`src/rtl/seq_alu_pkg.sv`:
```
// seq_alu_pkg: shared ALU selection codes, FSM state encoding and flag-bit order for seq_alu, write-back and hazard logic
package seq_alu_pkg;
  localparam logic [3:0] ALU_ADD  = 4'h0;
  localparam logic [3:0] ALU_SUB  = 4'h1;
  localparam logic [3:0] ALU_AND  = 4'h2;
  localparam logic [3:0] ALU_OR   = 4'h3;
  localparam logic [3:0] ALU_XOR  = 4'h4;
  localparam logic [3:0] ALU_SLL  = 4'h5;
  localparam logic [3:0] ALU_SRL  = 4'h6;
  localparam logic [3:0] ALU_SRA  = 4'h7;
  localparam logic [3:0] ALU_SLT  = 4'h8;
  localparam logic [3:0] ALU_SLTU = 4'h9;
  localparam logic [3:0] ALU_PASS = 4'hA;
  typedef enum logic [1:0] {S_IDLE, S_SHIFT, S_DONE} state_e;
  localparam int FLAG_ZERO  = 0;
  localparam int FLAG_CARRY = 1;
  localparam int FLAG_OVF   = 2;
  localparam int FLAG_NEG   = 3;
  localparam int FLAG_W     = 4;
  function automatic logic is_shift(input logic [3:0] sel);
    return sel == ALU_SLL || sel == ALU_SRL || sel == ALU_SRA;
  endfunction
endpackage

```
`src/rtl/seq_alu_if.sv`:
```
// seq_alu_if: request/result handshake bundle of seq_alu
//   master drives in_valid, alu_sel, op_a, op_b, out_ready
//   slave (seq_alu) drives in_ready, out_valid, result, zero, carry, overflow, negative, busy
interface seq_alu_if #(parameter int WIDTH = 32);
  logic             in_valid;
  logic             in_ready;
  logic [3:0]       alu_sel;
  logic [WIDTH-1:0] op_a;
  logic [WIDTH-1:0] op_b;
  logic             out_valid;
  logic             out_ready;
  logic [WIDTH-1:0] result;
  logic             zero;
  logic             carry;
  logic             overflow;
  logic             negative;
  logic             busy;
  modport master(output in_valid, alu_sel, op_a, op_b, out_ready,
                 input in_ready, out_valid, result, zero, carry, overflow, negative, busy);
  modport slave(input in_valid, alu_sel, op_a, op_b, out_ready,
                output in_ready, out_valid, result, zero, carry, overflow, negative, busy);
endinterface

```
`src/rtl/seq_alu_shifter.sv`:
```
// seq_alu_shifter: shift engine of seq_alu
//   clk, rst_n  clock, async active-low reset
//   start       load data/shamt/sel (iterative build)
//   sel, data, shamt  shift kind, operand, amount
//   done        final step this cycle; result holds the shifted value
//   SEQ_ALU_FAST_SHIFT_EN: combinational barrel shifter, done = start
module seq_alu_shifter
  import seq_alu_pkg::*;
#(parameter int WIDTH = 32, localparam int SW = $clog2(WIDTH))
(
  input  logic             clk,
  input  logic             rst_n,
  input  logic             start,
  input  logic [3:0]       sel,
  input  logic [WIDTH-1:0] data,
  input  logic [SW-1:0]    shamt,
  output logic             done,
  output logic [WIDTH-1:0] result
);
`ifdef SEQ_ALU_FAST_SHIFT_EN
  logic unused;
  assign unused = clk ^ rst_n;
  assign done = start;
  assign result = sel == ALU_SLL ? data << shamt :
                  sel == ALU_SRA ? $unsigned($signed(data) >>> shamt) : data >> shamt;
`else
  logic [WIDTH-1:0] work;
  logic [SW-1:0]    cnt;
  logic [3:0]       kind;
  always_ff @(posedge clk or negedge rst_n)
    if (!rst_n) begin
      work <= '0;
      cnt  <= '0;
      kind <= '0;
    end else if (start) begin
      work <= data;
      cnt  <= shamt;
      kind <= sel;
    end else if (cnt != '0) begin
      work <= result;
      cnt  <= cnt - 1'b1;
    end
  // result is the one-bit-shifted working value, so the last step can be captured by the owner on the same edge
  assign result = kind == ALU_SLL ? {work[WIDTH-2:0], 1'b0} : {kind == ALU_SRA && work[WIDTH-1], work[WIDTH-1:1]};
  assign done = cnt == SW'(1);
`endif
endmodule

```
`src/rtl/seq_alu.sv`:
```
// seq_alu: multi-cycle ALU executing ALU_* codes behind a valid/ready handshake
//   clk, rst_n  clock, async active-low reset
//   bus         seq_alu_if slave: request (in_valid/in_ready, alu_sel, op_a, op_b),
//               response (out_valid/out_ready, result, zero, carry, overflow, negative), busy
//   SEQ_ALU_FAST_SHIFT_EN: single-cycle shifts, SHIFT state removed
module seq_alu
  import seq_alu_pkg::*;
#(parameter int WIDTH = 32, localparam int SW = $clog2(WIDTH))
(
  input  logic   clk,
  input  logic   rst_n,
  seq_alu_if.slave bus
);
  state_e             state, state_nx;
  logic [WIDTH-1:0]   result, res_nx, calc, b_eff, sh_res;
  logic [FLAG_W-1:0]  flags, flg_nx;
  logic [WIDTH:0]     sum;
  logic               sub, arith, ovf, start, load, sh_done;
  logic [SW-1:0]      shamt;
  assign shamt = bus.op_b[SW-1:0];
  seq_alu_shifter #(.WIDTH(WIDTH)) u_shifter (
    .clk(clk), .rst_n(rst_n), .start(start), .sel(bus.alu_sel),
    .data(bus.op_a), .shamt(shamt), .done(sh_done), .result(sh_res)
  );
  // SUB reuses the adder as a + ~b + 1 so carry-out means "no borrow"
  assign sub   = bus.alu_sel == ALU_SUB;
  assign arith = sub || bus.alu_sel == ALU_ADD;
  assign b_eff = sub ? ~bus.op_b : bus.op_b;
  assign sum   = {1'b0, bus.op_a} + {1'b0, b_eff} + {{WIDTH{1'b0}}, sub};
  assign ovf   = bus.op_a[WIDTH-1] == b_eff[WIDTH-1] && sum[WIDTH-1] != bus.op_a[WIDTH-1];
  always_comb begin
    calc = '0;
    case (bus.alu_sel)
      ALU_ADD, ALU_SUB: calc = sum[WIDTH-1:0];
      ALU_AND:  calc = bus.op_a & bus.op_b;
      ALU_OR:   calc = bus.op_a | bus.op_b;
      ALU_XOR:  calc = bus.op_a ^ bus.op_b;
      ALU_SLT:  calc = WIDTH'($signed(bus.op_a) < $signed(bus.op_b));
      ALU_SLTU: calc = WIDTH'(bus.op_a < bus.op_b);
      ALU_PASS: calc = bus.op_b;
`ifdef SEQ_ALU_FAST_SHIFT_EN
      ALU_SLL, ALU_SRL, ALU_SRA: calc = sh_res;
`else
      ALU_SLL, ALU_SRL, ALU_SRA: calc = bus.op_a;
`endif
      default:  calc = '0;
    endcase
  end
  always_comb begin
    state_nx = state;
    start    = 1'b0;
    load     = 1'b0;
    res_nx   = calc;
    case (state)
      S_IDLE: if (bus.in_valid) begin
`ifdef SEQ_ALU_FAST_SHIFT_EN
        load     = 1'b1;
        state_nx = S_DONE;
`else
        start    = is_shift(bus.alu_sel) && shamt != '0;
        load     = !start;
        state_nx = start ? S_SHIFT : S_DONE;
`endif
      end
`ifndef SEQ_ALU_FAST_SHIFT_EN
      S_SHIFT: if (sh_done) begin
        load     = 1'b1;
        res_nx   = sh_res;
        state_nx = S_DONE;
      end
`endif
      default: state_nx = bus.out_ready ? S_IDLE : state;
    endcase
    flg_nx[FLAG_ZERO]  = res_nx == '0;
    flg_nx[FLAG_NEG]   = res_nx[WIDTH-1];
    flg_nx[FLAG_CARRY] = state == S_IDLE && arith && sum[WIDTH];
    flg_nx[FLAG_OVF]   = state == S_IDLE && arith && ovf;
  end
  always_ff @(posedge clk or negedge rst_n)
    if (!rst_n) begin
      state  <= S_IDLE;
      result <= '0;
      flags  <= '0;
    end else begin
      state <= state_nx;
      if (load) begin
        result <= res_nx;
        flags  <= flg_nx;
      end
    end
  assign bus.in_ready  = state == S_IDLE;
  assign bus.out_valid = state == S_DONE;
  assign bus.busy      = state != S_IDLE;
  assign bus.result    = result;
  assign bus.zero      = flags[FLAG_ZERO];
  assign bus.carry     = flags[FLAG_CARRY];
  assign bus.overflow  = flags[FLAG_OVF];
  assign bus.negative  = flags[FLAG_NEG];
endmodule
```
`src/flat_wrapper.sv`:
```
// flat-port wrapper written by rule: the top's interface ports become plain ports
module seq_alu_flat import seq_alu_pkg::*;
#(parameter int WIDTH = 32, localparam int SW = $clog2(WIDTH))
  (clk, rst_n, bus_in_valid, bus_alu_sel, bus_op_a, bus_op_b, bus_out_ready, bus_in_ready, bus_out_valid, bus_result, bus_zero, bus_carry, bus_overflow, bus_negative, bus_busy);
  seq_alu_if #(.WIDTH(WIDTH)) bus_i ();
  input  logic clk;
  input  logic rst_n;
  input wire logic [$bits(bus_i.in_valid)-1:0] bus_in_valid;
  input wire logic [$bits(bus_i.alu_sel)-1:0] bus_alu_sel;
  input wire logic [$bits(bus_i.op_a)-1:0] bus_op_a;
  input wire logic [$bits(bus_i.op_b)-1:0] bus_op_b;
  input wire logic [$bits(bus_i.out_ready)-1:0] bus_out_ready;
  output wire logic [$bits(bus_i.in_ready)-1:0] bus_in_ready;
  output wire logic [$bits(bus_i.out_valid)-1:0] bus_out_valid;
  output wire logic [$bits(bus_i.result)-1:0] bus_result;
  output wire logic [$bits(bus_i.zero)-1:0] bus_zero;
  output wire logic [$bits(bus_i.carry)-1:0] bus_carry;
  output wire logic [$bits(bus_i.overflow)-1:0] bus_overflow;
  output wire logic [$bits(bus_i.negative)-1:0] bus_negative;
  output wire logic [$bits(bus_i.busy)-1:0] bus_busy;
  assign bus_i.in_valid = bus_in_valid;
  assign bus_i.alu_sel = bus_alu_sel;
  assign bus_i.op_a = bus_op_a;
  assign bus_i.op_b = bus_op_b;
  assign bus_i.out_ready = bus_out_ready;
  assign bus_in_ready = bus_i.in_ready;
  assign bus_out_valid = bus_i.out_valid;
  assign bus_result = bus_i.result;
  assign bus_zero = bus_i.zero;
  assign bus_carry = bus_i.carry;
  assign bus_overflow = bus_i.overflow;
  assign bus_negative = bus_i.negative;
  assign bus_busy = bus_i.busy;
  seq_alu #(.WIDTH(WIDTH)) u_core (.clk(clk), .rst_n(rst_n), .bus(bus_i));
endmodule
```
`config.mk`:
```
export PLATFORM = sky130hd
export DESIGN_NAME = seq_alu_flat
export DESIGN_NICKNAME = d
export VERILOG_FILES = /design/src/rtl/seq_alu_pkg.sv /design/src/rtl/seq_alu_if.sv /design/src/rtl/seq_alu_shifter.sv /design/src/rtl/seq_alu.sv /design/src/flat_wrapper.sv
export SDC_FILE = /design/constraint.sdc
export NUM_CORES = 1
export LEC_CHECK = 0
export ABC_CLOCK_PERIOD_IN_PS = 8900
export BUFFER_PORTS_ARGS = -buffer_cell sky130_fd_sc_hd__buf_4
export CORE_AREA = 4 4 195 197
export CTS_CLUSTER_SIZE = 40
export DETAILED_ROUTE_END_ITERATION = 8
export DIE_AREA = 0 0 199 201
export PLACE_DENSITY = 0.53
export SYNTH_ARGS = -nofsm -noshare
export SYNTH_HDL_FRONTEND = slang
export SYNTH_HIERARCHICAL = 1
export SYNTH_SLANG_ARGS = --single-unit
export TNS_END_PERCENT = 10
```
`constraint.sdc`:
```
create_clock -name clk -period 8.9 [get_ports clk]
set_input_delay 1.335 -clock clk [delete_from_list [all_inputs] [get_ports clk]]
set_output_delay 1.335 -clock clk [all_outputs]
set_load 0.05 [all_outputs]
```
==> results of run 1 <==
==> critical path: stages <==
cell	delay, ns
buf_4	0.19
or3_1	0.71
nor2_4	0.21
buf_4	0.45
xnor2_1	0.21
ha_1	0.30
a21o_1	0.19
a31oi_1	0.35
a21oi_1	0.20
o31ai_1	0.63
a2111oi_0	0.23
a311oi_1	0.35
nor2_1	0.11
or4b_1	0.52
nor4b_2	0.31
nand4_1	0.11
o31ai_1	0.24
==> through the flow <==
step	instances	hold WS [ns]	total power, mW	util [%]
after floorplan	1202	0.494	1.65	-
after global placement	1730	0.454	2.06	30.2
after detailed placement	1730	0.461	2.07	30.2
after CTS	1746	0.475	2.46	31.1
after global routing	1746	0.511	2.61	31.1
final	1746	0.468	2.45	31.1
==> sequential cells by signal, indices dropped and copies added, names as in the netlist <==
signal / cells
u_core/u_shifter/work: 32
u_core/state: 2
u_core/bus.result: 32
u_core/u_shifter/kind: 4
u_core/u_shifter/cnt: 5
u_core/flags: 3
==> power breakdown <==
part | total (mW) | internal (mW) | leakage [nW] | switching (mW)
clock | 0.377 | 0.218 | 0.146 | 0.159
combinational | 1.41 | 0.559 | 4.01 | 0.853
sequential | 0.660 | 0.519 | 0.938 | 0.141
total | 2.45 | 1.30 | 5.09 | 1.15
==> cells in the final DEF (no fill, tap or decap), drive strengths merged, types with 5 or more instances in the layout <==
master / n
a21o: 18
a21oi: 115
a221oi: 16
a222oi: 7
a22oi: 12
a31oi: 18
and3: 6
buf: 128
clkbuf: 9
dfrtp: 78
ha: 137
inv: 87
mux2: 38
mux2i: 10
nand2: 93
nand2b: 9
nand3: 19
nand4: 14
nor2: 116
nor2b: 43
nor3: 19
nor4b: 6
o211ai: 11
o21a: 5
o21ai: 60
o21bai: 6
o31a: 33
o31ai: 14
or4: 6
xnor2: 45
xor2: 9
==> logic make-up (layout without fill, tap and decap cells) <==
group           Yosys count  count (layout)  synth area share [%]
mux                      48              48                  6.55
buf+inv                 154             230                  6.65
xor+xnor                 54              54                  4.89
flops                    78              78                  20.2
compound gates          369             369                  25.4
fa+ha+maj               138             138                  17.9
simple gates            361             361                  18.4
==> cell type report <==
cell class	instances	area share (%)
Sequential cell	78	17.3
Tap cell	468	5.20
Clock inverter	7	0.655
Multi-Input combinational cell	970	63.4
Timing Repair Buffer	128	8.53
Inverter	86	2.87
Clock buffer	9	2.00
==> path summary, 6_finish.rpt <==
path                       depth (start not counted)                    start  slack (ns)                        to
max reg2reg                                       13  u_core/u_shifter/cnt[1]        4.34           u_core/flags[0]
max                                               17           bus_alu_sel[2]        2.51           u_core/flags[0]
min in group asynchronous                          1                    rst_n        0.80  u_core/u_shifter/kind[2]
min reg2reg                                        2    u_core/bus.result[22]        0.47     u_core/bus.result[22]
min                                                2    u_core/bus.result[22]        0.47     u_core/bus.result[22]
max in group asynchronous                          2                    rst_n        6.92     u_core/bus.result[30]
==> layer usage <==
| layer | up-vias | GRT usage, % |
|---|---|---|
| li1 | 4484 | - |
| met1 | 4457 | 25.7 |
| met2 | 315 | 26.6 |
| met3 | 54 | 2.65 |
| met4 | 0 | 6.28 |
| met5 | - | 0 |
==> Yosys cell counts, types with 14 or more instances <==
cell and instances:
a21o_1 18, dfrtp_1 78, inv_1 84, o21ai_0 53, xnor2_1 45, nand2_1 93
nand3_1 18, a31oi_1 18, nand4_1 14, o31a_1 33, nor2b_1 43, o31ai_1 14
ha_1 137, a21oi_1 115, nor3_1 19, a221oi_1 16, mux2_4 28, nor2_1 116
clkbuf_1 46
==> key figures, run 1 <==
Route
  • Drt total wl: 36600 µm
  • DR iter-0 viols: 855
  • Met2 routed WL: 15700 µm
  • Routed wl met3: 2470 µm
  • Vias: 9310
  • DRT met1 WL: 17200 µm
  • Highest metal used: met4
  • Post-DRT Antenna Nets: 0
  • Drt first pass iters: 7
  • Drt drc: 0
  • Routed len/inst: 21.0 µm
  • Via/cell ratio: 5.33

Global routing
  • Initial antenna violation count: 0
  • Total global routing track utilization: 17.7%
  • First-pass GRT wire length: 55100 µm
  • Remaining Overflow, GRT: 0
  • Largest net degree at the start of global routing: 111
  • Vias in the first global route: 8847

Synth
  • Post-synth EDFFs: 0
  • Distinct cells, synth: 77
  • Cell area after synthesis: 9670 µm²
  • Main synth FF type: dfrtp_1
  • Post-synthesis net count: 1412
  • Share of the synthesized area in the top cell type: 20.2%
  • Synthesized area per cell: 8.05 µm²
  • Top cells by area, synth: dfrtp_1 (20%), ha_1 (18%), a21oi_1 (6.0%)
  • #FFs+latches synth: 78
  • Post-synthesis sequential area ratio: 20.2%
  • Synth Warn #: 6
  • Synth Instances: 1202
  • Ys async rst share: 100%
  • Largest area contributor in the netlist: dfrtp_1

STA
  • Fmax: 157 MHz
  • Final slew viol count: 0
  • Tcrit/Tclk final: 71.8%
  • RSZ-0062 raised after global routing: false
  • Setup WS post-layout: 2.51 ns
  • Final Hold Viols: 0
  • Final Skew: 0.00846 ns
  • Sum of negative setup slack: 0 ns
  • Slew Limit Headroom: 28.7%
  • Worst-margin pin slew: 1.07 ns
  • Tmin final: 6.39 ns
  • Setup violations, final: 0

Setup path
  • Required time of the critical path: 9.15 ns
  • CP Class: primary input to flip-flop
  • Max FO, Critical Path: 30
  • Critical Path Start Type: primary input
  • Crit path arrival time: 6.64 ns
  • Crit end category: flip-flop

Floorplanning
  • Row Count: 70
  • Core Area: 36300 µm²
  • Die H: 201 µm
  • Die area: 40000 µm²
  • Die W: 199 µm
  • Initial Util: 26.7%
  • I/O pin cnt: 111

Placed design
  • Final RePlAce weighted congestion: 0.873
  • IO buf count: 110
  • HPWL after detailed placement: 28700 µm
  • Placed instance area: 11000 µm²
  • Post-place setup slack: 2.23 ns

Clock network
  • CTS tree: built
  • Hold-fix buffers, CTS: 0
  • Insertion delay to the later sink of the worst-skew pair: 0.34 ns
  • H-tree depth: 3
  • Max clock buf depth: 2
  • Total clock sinks: 78
  • Root Buffer: clkbuf_16
  • Post-CTS setup buffers: 0
  • CTS buffer count: 9
  • CTS clk-pin slew, worst paths: 0.07 ns
  • Post-cts repair resize count: 0

Final layout
  • Fraction of layout cells with a size suffix above 1: 15.3%
  • Finished Cell Area: 11300 µm²
  • Nets@finish: 1483
  • ANT cells: 0
  • Multi-input logic area: 7140 µm²
  • Area growth, synth to finish: 16.5%
  • Area taken by flip-flops and latches: 1950 µm²
  • Fillers: 3917

Outcome
  • Status: completed

Power
  • PD cells: 217 nW/µm²
  • Leakage: 5.09 nW
  • Max VDD drop: 0.115 mV

Flow run
  • Max-cap violations: 0

Worst hold path
  • Min-delay worst type: flip-flop to flip-flop
Power figures use the tool's default switching activity.
==> run 2: changes to the inputs <==
--- a/config.mk
+++ b/config.mk
@@ -5,13 +5,13 @@
 export SDC_FILE = /design/constraint.sdc
 export NUM_CORES = 1
 export LEC_CHECK = 0
-export ABC_CLOCK_PERIOD_IN_PS = 8900
+export ABC_CLOCK_PERIOD_IN_PS = 5300
 export BUFFER_PORTS_ARGS = -buffer_cell sky130_fd_sc_hd__buf_4
 export CORE_AREA = 4 4 195 197
 export CTS_CLUSTER_SIZE = 40
 export DETAILED_ROUTE_END_ITERATION = 8
 export DIE_AREA = 0 0 199 201
-export PLACE_DENSITY = 0.53
+export PLACE_DENSITY = 0.54
 export SYNTH_ARGS = -nofsm -noshare
 export SYNTH_HDL_FRONTEND = slang
 export SYNTH_HIERARCHICAL = 1
==> constraint.sdc (replaced) <==
create_clock -name clk -period 5.3 [get_ports clk]
set_input_delay 0.795 -clock clk [delete_from_list [all_inputs] [get_ports clk]]
set_output_delay 0.795 -clock clk [all_outputs]
set_load 0.05 [all_outputs]
==> key figures, run 2 (synthesis results as in run 1) <==
Outcome
  • Status: completed

Route
  • DR iter-0 viols: 978 (+14%)
  • Post-DRT Antenna Nets: 0 (unchanged)
  • Drt drc: 0 (unchanged)
  • Vias: 9482 (+1.8%)
  • Drt first pass iters: 6 (-1)
  • Routed len/inst: 20.4 µm (-2.9%)
  • Drt total wl: 36600 µm (about the same)
  • Via/cell ratio: 5.27 (-1.1%)

Global routing
  • Vias in the first global route: 8903 (+0.63%)
  • Initial antenna violation count: 1 (+1)
  • First-pass GRT wire length: 55400 µm (+0.44%)
  • Largest net degree at the start of global routing: 73 (-34%)
  • Total global routing track utilization: 17.6% (-0.063 points)
  • Remaining Overflow, GRT: 0 (unchanged)

Clock network
  • Max clock buf depth: 2 (unchanged)
  • Insertion delay to the later sink of the worst-skew pair: 0.34 ns (about the same)
  • CTS clk-pin slew, worst paths: 0.06 ns (about the same)
  • CTS tree: built
  • Root Buffer: clkbuf_16
  • CTS buffer count: 9 (unchanged)
  • H-tree depth: 3 (unchanged)
  • Hold-fix buffers, CTS: 0 (unchanged)
  • Total clock sinks: 78 (unchanged)

STA
  • Setup violations, final: 0 (unchanged)
  • Tcrit/Tclk final: 94.8%
  • Fmax: 199 MHz
  • Worst-margin pin slew: 1.00 ns (-0.0667 ns)
  • Final slew viol count: 0 (unchanged)
  • Sum of negative setup slack: 0 ns (unchanged)
  • Tmin final: 5.03 ns
  • Slew Limit Headroom: 32.9% (+4.2 points)
  • RSZ-0062 raised after global routing: false
  • Final Hold Viols: 0 (unchanged)
  • Final Skew: 0.00889 ns (+0.000434 ns)

Final layout
  • Fillers: 3879 (-0.97%)
  • Fraction of layout cells with a size suffix above 1: 18.7% (+3.5 points)
  • Most frequent cells in the layout: buf_4 (177), ha_1 (137), a21oi_1 (115), nor2_1 (114), nand2_1 (93)
  • Post-Layout Cell Count: 1798 (+3.0%)
  • Area growth, synth to finish: 21.6%
  • Commonest non-fill, non-tap cell in the layout: buf_4
  • Largest regs: u_core/bus.result (32), u_core/u_shifter/work (32), u_core/u_shifter/cnt (5)
  • Nets@finish: 1534 (+3.4%)
  • Finished Cell Area: 11800 µm² (+4.4%)

Setup path
  • Required time of the critical path: 5.54 ns (-3.61 ns)
  • R2r setup slk: 0.79 ns (-3.55 ns)
  • Max FO, Critical Path: 3 (-90%)
  • CP Class: primary input to flip-flop
  • Critical Path Start Type: primary input
  • Crit path arrival time: 5.27 ns (-1.37 ns)
  • Crit end category: flip-flop

Power
  • Max VDD drop: 0.198 mV (+72%)
  • Leakage: 5.37 nW (+5.4%)
  • PD cells: 363 nW/µm² (+67%)
  • Overall power: 4.27 mW (+74%)

Floorplanning
  • Row Count: 70 (unchanged)
  • Die H: 201 µm (unchanged)
  • Die area: 40000 µm² (unchanged)
  • Die W: 199 µm (unchanged)
  • Core Area: 36300 µm² (unchanged)
  • I/O pin cnt: 111 (unchanged)
  • Initial Util: 26.7% (unchanged)

Flow run
  • Max-cap violations: 0 (unchanged)

Placed design
  • Post-Place Cells: 1781 (+2.9%)
  • Placed instance area: 11400 µm² (+3.8%)
  • IO buf count: 110 (unchanged)
  • Final RePlAce weighted congestion: 0.932 (+6.7%)
  • HPWL after detailed placement: 28900 µm (+0.65%)

Worst hold path
  • Min-delay worst type: primary input to async pin
==> run 2: critical path: stages <==
cell and delay [ns]:
buf_4 0.11, or3_1 0.43, nor2_4 0.12, xnor2_1 0.09, ha_1 0.29, or4b_1 0.48
o31ai_4 0.20, buf_4 0.14, a41oi_1 0.21, xnor2_1 0.20, a2bb2oi_1 0.27, nand2_1 0.07
or4_1 0.60, or4b_1 0.56, nor4b_2 0.33, nand4_1 0.12, o31ai_1 0.24
==> run 2: per-stage QoR <==
step                      util, %  hold slack, ns  setup slack, ns
final                        32.4           0.266            0.275
after global routing         32.4           0.258           0.0295
after CTS                    32.4           0.252            0.176
after detailed placement     31.4           0.457           -0.170
after global placement       31.4           0.452           -0.136
after floorplan                 -           0.494          0.00493
==> run 2: power by group <==
part | internal [mW] | switching [mW]
sequential | 0.873 | 0.219
clock | 0.486 | 0.254
combinational | 0.990 | 1.45
==> run 2: final cells by class <==
class,instances,area (µm²),share of cell area (%)
Multi-Input combinational cell,970,7170,61.0
Antenna cell,1,2.50,0.0213
Sequential cell,78,1950,16.6
Timing Repair Buffer,179,1370,11.6
Tap cell,468,586,4.98
Clock inverter,5,105,0.894
Inverter,86,323,2.75
Clock buffer,11,253,2.15
==> run 2: path summary, 6_finish.rpt <==
check | start | end | cells after the start
hold reg to reg | u_core/bus.result[25] | u_core/bus.result[25] | 2
setup / recovery | bus_alu_sel[2] | u_core/flags[0] | 17
setup reg to reg | u_core/u_shifter/cnt[1] | u_core/flags[0] | 13
max in group asynchronous | rst_n | u_core/u_shifter/cnt[4] | 2
hold / removal | rst_n | u_core/bus.result[30] | 1
min in group clk | u_core/bus.result[25] | u_core/bus.result[25] | 2
==> run 2: metal layers <==
| layer | up-vias | GRT usage (%) | part of all wire, % |
|---|---|---|---|
| li1 | 4585 | - | - |
| met4 | 0 | 3.88 | 1.3 |
| met3 | 21 | 1.56 | 5.9 |
| met2 | 355 | 27.4 | 45 |
| met1 | 4521 | 26.5 | 48 |
| met5 | - | 0 | 0 |
==> run 2: what timing repair did <==
item	4_1_cts	5_1_grt
setup buffers	0	0
gates resized for setup	0	4
setup endpoints to repair	0	1
hold endpoints to repair	0	0
